===== src/rtl/ysyx_22040237_ifu_pkg.sv =====
// Shared definitions for the instruction fetch unit.
//   - IFU_XLEN / IFU_ILEN : PC/address width and instruction width
//   - IFU_RESET_PC        : first fetch address after reset
//   - ifu_state_e         : fetch FSM state encodings
//   - pc_misaligned()     : true when a PC is not 4-byte aligned
package ysyx_22040237_ifu_pkg;

  localparam int          IFU_XLEN     = 64;
  localparam int          IFU_ILEN     = 32;
  localparam logic [63:0] IFU_RESET_PC = 64'h0000_0000_8000_0000;

  typedef enum logic [1:0] {
    S_REQ   = 2'd0,
    S_WAIT  = 2'd1,
    S_OUT   = 2'd2,
    S_FAULT = 2'd3
  } ifu_state_e;

  // Instructions are 4-byte aligned; any set low bit is an alignment fault.
  function automatic logic pc_misaligned(input logic [1:0] pc_lsb);
    return (pc_lsb != 2'b00);
  endfunction

endpackage


===== src/rtl/ysyx_22040237_ifu.sv =====
// Instruction fetch unit for the multi-cycle NPC.
// Owns the architectural PC, issues one instruction-memory read at a time,
// and hands each fetched word with its PC to decode.
// Ports:
//   clk, rst            clock, asynchronous active-low reset
//   halt                block new fetch requests
//   redirect_valid/pc   jump target from the execute stage
//   imem_req_*          fetch request (valid/ready, address)
//   imem_rsp_*          fetch response (valid/ready, data, access error)
//   inst_valid/ready    instruction handshake toward decode (inst, inst_pc)
//   fetch_fault         sticky fault flag, fault_pc = offending PC
module ysyx_22040237_ifu
  import ysyx_22040237_ifu_pkg::*;
#(
  parameter int              XLEN     = IFU_XLEN,
  parameter int              ILEN     = IFU_ILEN,
  parameter logic [XLEN-1:0] RESET_PC = XLEN'(IFU_RESET_PC)
) (
  input  logic            clk,
  input  logic            rst,
  input  logic            halt,
  input  logic            redirect_valid,
  input  logic [XLEN-1:0] redirect_pc,
  output logic            imem_req_valid,
  input  logic            imem_req_ready,
  output logic [XLEN-1:0] imem_req_addr,
  input  logic            imem_rsp_valid,
  output logic            imem_rsp_ready,
  input  logic [ILEN-1:0] imem_rsp_data,
  input  logic            imem_rsp_err,
  output logic            inst_valid,
  input  logic            inst_ready,
  output logic [ILEN-1:0] inst,
  output logic [XLEN-1:0] inst_pc,
  output logic            fetch_fault,
  output logic [XLEN-1:0] fault_pc
);

  ifu_state_e      state_r;
  logic [XLEN-1:0] pc_r;
  logic [ILEN-1:0] inst_r;
  logic [XLEN-1:0] inst_pc_r;
  logic            fault_r;
  logic [XLEN-1:0] fault_pc_r;
  logic            drop_r;       // in-flight response belongs to a squashed PC

  logic            redir_bad_s;
  logic [XLEN-1:0] pc_inc_s;

  assign redir_bad_s   = redirect_valid && pc_misaligned(redirect_pc[1:0]);
  assign pc_inc_s      = pc_r + {{(XLEN-3){1'b0}}, 3'd4};
  assign imem_req_addr = pc_r;
  assign inst          = inst_r;
  assign inst_pc       = inst_pc_r;
  assign fetch_fault   = fault_r;
  assign fault_pc      = fault_pc_r;

  // Handshake strobes from the current state; all forced low during reset.
  always_comb begin
    imem_req_valid = 1'b0;
    imem_rsp_ready = 1'b0;
    inst_valid     = 1'b0;
    if (rst) begin
      case (state_r)
        S_REQ:   imem_req_valid = !halt && !redirect_valid;
        S_WAIT:  imem_rsp_ready = 1'b1;
        S_OUT:   inst_valid     = 1'b1;
        S_FAULT: imem_rsp_ready = 1'b1;  // drain a response left in flight
        default: imem_req_valid = 1'b0;
      endcase
    end else begin
      imem_req_valid = 1'b0;
    end
  end

  // Fetch FSM together with PC, instruction and fault registers.
  always_ff @(posedge clk or negedge rst) begin
    if (!rst) begin
      state_r    <= S_REQ;
      pc_r       <= RESET_PC;
      inst_r     <= {ILEN{1'b0}};
      inst_pc_r  <= {XLEN{1'b0}};
      fault_r    <= 1'b0;
      fault_pc_r <= {XLEN{1'b0}};
      drop_r     <= 1'b0;
    end else begin
      case (state_r)
        S_REQ: begin
          // req_valid is already masked by redirect, so the two never collide
          if (redir_bad_s) begin
            fault_r    <= 1'b1;
            fault_pc_r <= redirect_pc;
            state_r    <= S_FAULT;
          end else if (redirect_valid) begin
            pc_r <= redirect_pc;
          end else if (imem_req_valid && imem_req_ready) begin
            state_r <= S_WAIT;
          end
        end
        S_WAIT: begin
          if (redir_bad_s) begin
            fault_r    <= 1'b1;
            fault_pc_r <= redirect_pc;
            state_r    <= S_FAULT;
          end else if (imem_rsp_valid) begin
            if (drop_r || redirect_valid) begin
              // stale word: throw it away and refetch from the new PC
              drop_r  <= 1'b0;
              state_r <= S_REQ;
              if (redirect_valid) begin
                pc_r <= redirect_pc;
              end
            end else if (imem_rsp_err) begin
              fault_r    <= 1'b1;
              fault_pc_r <= pc_r;
              state_r    <= S_FAULT;
            end else begin
              inst_r    <= imem_rsp_data;
              inst_pc_r <= pc_r;
              pc_r      <= pc_inc_s;
              state_r   <= S_OUT;
            end
          end else if (redirect_valid) begin
            pc_r   <= redirect_pc;
            drop_r <= 1'b1;
          end
        end
        S_OUT: begin
          // a redirect leaves S_OUT whether or not decode took the word
          if (redir_bad_s) begin
            fault_r    <= 1'b1;
            fault_pc_r <= redirect_pc;
            state_r    <= S_FAULT;
          end else if (redirect_valid) begin
            pc_r    <= redirect_pc;
            state_r <= S_REQ;
          end else if (inst_ready) begin
            state_r <= S_REQ;
          end
        end
        S_FAULT: begin
          state_r <= S_FAULT;
        end
        default: begin
          state_r <= S_FAULT;
        end
      endcase
    end
  end

endmodule

===== config.mk =====
export PLATFORM = sky130hd
export DESIGN_NAME = ysyx_22040237_ifu
export DESIGN_NICKNAME = d
export VERILOG_FILES = /design/src/rtl/ysyx_22040237_ifu_pkg.sv /design/src/rtl/ysyx_22040237_ifu.sv
export SDC_FILE = /design/constraint.sdc
export NUM_CORES = 1
export LEC_CHECK = 0
export CORE_ASPECT_RATIO = 1.25
export CORE_MARGIN = 5
export CORE_UTILIZATION = 43
export CTS_BUF_LIST = sky130_fd_sc_hd__clkbuf_4 sky130_fd_sc_hd__clkbuf_8 sky130_fd_sc_hd__clkbuf_16
export DETAILED_ROUTE_END_ITERATION = 10
export MAX_ROUTING_LAYER = met4
export PLACE_DENSITY = 0.77
export SLEW_MARGIN = 20
export SYNTH_ARGS = -nofsm -noshare
export SYNTH_HDL_FRONTEND = slang
export SYNTH_SLANG_ARGS = --single-unit

===== constraint.sdc =====
create_clock -name clk -period 2.3 [get_ports clk]
set_input_delay 0.575 -clock clk [delete_from_list [all_inputs] [get_ports clk]]
set_output_delay 0.575 -clock clk [all_outputs]
set_load 0.05 [all_outputs]

Word-level counts from Yosys, hierarchy flattened
Cells that the tools add are included.
- add/subtract/negate cells: 1
- eq/ne operators: 14
- multiplexer cells: 39
- bitwise logic cells: 3
- reductions and logical operators: 17
- operators by type and width (operator ; number):
    2-to-1 mux 64 bit ; 11
    case mux 64 bit (2 select lines) ; 2
    adder 64 x 3 -> 64 bit, second input constant ; 1
    2-to-1 mux 2 bit ; 9
    2-to-1 mux 1 bit ; 15
    inequality test 3 bit, second input constant ; 5
    AND reduction 4 bit ; 3
    AND reduction 5 bit ; 2
    inequality test 4 bit, second input constant ; 2
    case mux 2 bit (4 select lines) ; 1
    nonzero test 2 bit ; 3
    == test 2 bit, second input constant ; 2
    inequality test 2 x 1 -> 1 bit, second input constant ; 2
    inequality test 2 bit, second input constant ; 2
    OR reduction 2 bit ; 2
    logical AND 1 bit ; 3
    NOT 1 bit ; 3
    == test 2 x 1 -> 1 bit, second input constant ; 1
    zero test 1 bit ; 2
    zero test 2 bit ; 1
    case mux 1 bit (2 select lines) ; 1
    logical OR 1 bit ; 1
- bits in registers: 228
- input port bits: 104
- output and inout port bits: 228
- word-level logic and storage cells: 81

Depth between registers and ports, before layout
- depth in word-level cells: 9
- gate-level depth with buffers: 9
- mapped depth without buffers: 7

Least setup slack after synthesis
No wires, ideal clock.
- path type: input to output
- start point: input redirect_valid
- end point: output imem_req_valid
- arrival time: 2.693 ns
- data required time: 1.725 ns
- path slack: -0.968 ns
- stages on the path: 4
- path buffers: 3
- cell sequence: buf_2 -> clkbuf_1 -> clkbuf_1 -> nor4_1
- longest elaborated chain between the ends: 4
- ends and longest elaborated chain (item ; line ; source):
    start: declaration ; ysyx_22040237_ifu.sv:22 ; input logic redirect_valid,
    zero test 1 bit ; ysyx_22040237_ifu.sv:65 ; S_REQ: imem_req_valid = !halt && !redirect_valid;
    logical AND 1 bit ; ysyx_22040237_ifu.sv:65 ;
    2-to-1 mux 1 bit ; ysyx_22040237_ifu.sv:64 ; case (state_r)
    2-to-1 mux 1 bit ; ysyx_22040237_ifu.sv:63 ; if (rst) begin
    end: declaration ; ysyx_22040237_ifu.sv:24 ; output logic imem_req_valid,
No other way between the ends.

Final worst setup path
- start point: register fault_pc_r[48] (netlist: fault_pc[48])
- end point: output fault_pc[48]
- RTL lines (item ; line ; source):
    start: declaration ; ysyx_22040237_ifu.sv:44 ; logic [XLEN-1:0] fault_pc_r;
    start signal: assignment ; ysyx_22040237_ifu.sv:84 ; fault_pc_r <= {XLEN{1'b0}};
    start signal: assignment ; ysyx_22040237_ifu.sv:92 ; fault_pc_r <= redirect_pc;
    start signal: assignment ; ysyx_22040237_ifu.sv:103 ; fault_pc_r <= redirect_pc;
    end: declaration ; ysyx_22040237_ifu.sv:36 ; output logic [XLEN-1:0] fault_pc
No word-level cell between the ends.

==> results.sh <==
export IMPL_clk_latency_ns=0.52
export IMPL_die_h_um=188.6
export IMPL_ys_seq_area_frac=0.5198
export IMPL_synth_largest_area_cell="dfrtp_1"
export IMPL_synth_cell_type_count=68
export IMPL_hold_buffers=0
export IMPL_cts_root_buf="clkbuf_16"
export IMPL_synth_compound_area_frac=0.1314
export IMPL_drt_iter0_drc=853
export IMPL_area_growth_pct=53.29
export IMPL_yosys_area_share_simple=0.2453
export IMPL_slew_headroom=0.3786
export IMPL_initial_utilization=0.4354
export IMPL_p_leak_nw=8.282
export IMPL_cts_tree="done"
export IMPL_synth_xor_area_share=0.0007978
export IMPL_setup_viol=0
export IMPL_wl_per_cell_um=19.84
export IMPL_fmax_ghz=0.4383
export IMPL_required_ns=1.73
export IMPL_drc=0
export IMPL_grt_overflow_total=0
export IMPL_slowest_stage="clkdlybuf4s50_1"
export IMPL_ant_nets=0
export IMPL_synthesis_nets=1346
export IMPL_yosys_most_used_dff="dfrtp_1"
export IMPL_yosys_cell_count_top_type="nand2_1"
export IMPL_wl_um=40200
export IMPL_cts_buffer_depth=3
export IMPL_cp_top_family="buffers and inverters"
export IMPL_r2r_start="imem_req_addr[14]$_DFFE_PN0P_"
export IMPL_rows=65
export IMPL_final_cells=2026
export IMPL_grt_max_degree=166
export IMPL_synth_mux_area_frac=0.06417
export IMPL_hp_class="in2async"
export IMPL_powerDensity_nw_per_um2=1576
export IMPL_synth_commonest_cells="nand2_1 (341), dfrtp_1 (227), nor2_1 (114)"
export IMPL_hold_viol_final=0
export IMPL_dr_pass1_iters=7
export IMPL_critPathLaunchType="flop"
export IMPL_nFillCells=2037
export IMPL_dp_cells=1971
export IMPL_max_cap_violations=0
export IMPL_drive_gt1_frac=0.1716
export IMPL_syn_area_per_cell_um2=8.846
export IMPL_grtUsageTotal=0.2734
export IMPL_crit_buf_inv=1
export IMPL_syn_inst=1241
export IMPL_cts_made_buffers=24
export IMPL_grt_pass1_wl_um=62160
export IMPL_die_area_um2=28850
export IMPL_min_period_ns=2.282
export IMPL_dieWidth_um=152.9
export IMPL_antenna_found_initial=1
export IMPL_cts_clk_slew_worst_paths_ns=0.07
export IMPL_synth_seq_cells=228
export IMPL_nets=1777
export IMPL_crit_type="reg2out"
export IMPL_tightest_slew_ns=0.9321
export IMPL_outcome="completed"
export IMPL_synth_area_leaders="dfrtp_1 (52%), nand2_1 (12%), mux2i_1 (6.1%)"
export IMPL_yosys_warnings=0
export IMPL_tns_ns=0
export IMPL_ios=332
export IMPL_cts_sinks=228
export IMPL_htree_levels=1
export IMPL_utilization=0.6675
export IMPL_grt_pass1_vias=11250
export IMPL_detailed_place_hpwl_um=29190
export IMPL_gp_congestion=0.9295
export IMPL_synth_edf_count=0
export IMPL_worstPathArrival_ns=1.71
export IMPL_crit_path_cell_trace="clkdlybuf4s50_1"
export IMPL_crit_start="fault_pc[48]$_DFFE_PN0P_"
export IMPL_skew_ns=0.01829
export IMPL_vias=11220
export IMPL_synth_area_um2=10980
export IMPL_slew_violations=0
export IMPL_cp_max_fo=2
export IMPL_core_area_um2=25210
export IMPL_rsz0062_at_grt="true"
export IMPL_vias_per_cell=5.538
export IMPL_synth_top_area_share=0.5174
export IMPL_period_share=0.9920
export IMPL_peakVddDrop_mv=1.001
export IMPL_cpPeakStageDelay_ns=0.82
export IMPL_synthAdderAreaFrac=0.001140
export IMPL_synth_top_family_by_area="simple AND/OR/NAND/NOR gates"
export IMPL_portBuffers=331
export IMPL_async_reset_ff_frac=1.000
export IMPL_worst_setup_path_end_kind="output pin"
## stage by stage
step           total power [mW]  worst slack [ns]  instance area, um2  hold slack (ns)
2_1_floorplan             16.49          -0.09250               11120           0.2794
3_3_place_gp              22.39           -0.4356               15750           0.4524
3_5_place_dp              22.66           -0.4618               15750           0.4616
4_1_cts                   26.54         0.0006188               16530           0.1029
5_1_grt                   27.72          -0.02650               16830           0.1285
6_report                  26.52           0.01835               16830           0.1027
## power breakdown
part	switching (mW)	internal [mW]
Combinational	10.3	4.93
Sequential	1.36	5.83
Clock	1.64	2.50
## sequential cells by signal, indices dropped and copies added, names as in the netlist
register       cells
imem_req_addr     64
inst              32
inst_pc           64
fetch_fault        1
fault_pc          64
state_r            2
drop_r             1
## cells by family (layout without fill, tap and decap cells)
kind of cell,Yosys count,count (layout)
DFF,228,228
other,0,1
adders and majority gates,1,1
xor gates and xnor gates,1,1
and+or+nand+nor,604,604
buffers and inverters,99,548
muxes,70,70
AOI/OAI and AO/OA,238,238
## worst paths after layout
check                                                end  slack (ns)  cells past startpoint
max                                         fault_pc[48]        0.02                      1
min                               inst_pc[3]$_DFFE_PN0P_        0.10                      2
max reg2reg                imem_req_addr[42]$_DFFE_PN0P_        0.08                      8
min reg2reg                      fetch_fault$_DFFE_PN0P_        0.47                      1
max in group asynchronous  imem_req_addr[42]$_DFFE_PN0P_        1.35                      2
min in group clk                 fetch_fault$_DFFE_PN0P_        0.47                      1
## what timing repair did
| action | CTS | global route |
|---|---|---|
| pin swaps | 1 | 8 |
| setup endpoints to repair | 69 | 81 |
| resized for setup | 65 | 67 |
| setup buffers | 1 | 10 |
| hold endpoints to repair | 0 | 0 |
## per-layer routing
metal  global-route usage  vias up  part of all wire
met5                    -        -                 0
met4               0.1114        0             0.041
met3              0.03974      125             0.070
met2               0.4572      513              0.50
met1               0.3344     5408              0.38
li1                     -     5174                 -
## cell usage in the layout, fill, tap and decap left out, drive strengths merged, types with 3 or more instances in the layout
cell           synthesis  layout
nand2                342     342
dfrtp                227     227
clkdlybuf4s50          0     196
buf                   28     179
nor2                 114     114
a21oi                111     111
mux2i                 67      67
dlygate4sd2            0      61
dlymetal6s2s           0      54
o21ai                 45      45
nand3                 33      33
clkbuf                57      33
nand4                 26      26
nor3                  22      22
nor4                  17      17
o22ai                 16      16
inv                   14      14
and3                  12      12
and2                   8       8
a22oi                  8       8
and4                   8       8
a311oi                 6       6
o211ai                 6       6
or3                    6       6
clkinv                 0       6
o21a                   5       5
a221o                  5       5
o311ai                 5       5
or4                    5       5
a211oi                 4       4
o31a                   4       4
o22a                   4       4
mux2                   3       3
o32ai                  3       3
bufinv                 0       3
or2                    3       3
nand2b                 3       3
## cell type report
class                      count  area, um2  share of cell area
tap                          335      419.2             0.02491
multi-input combinational    914       5011              0.2978
clock buffer                  33      710.7             0.04223
inverter                      14      52.55            0.003123
clock inverter                11      138.9            0.008253
antenna                        1      2.502           0.0001487
timing repair buffer         490       4751              0.2823
sequential                   228       5743              0.3413
No activity file was read; power rests on OpenSTA's default activity.
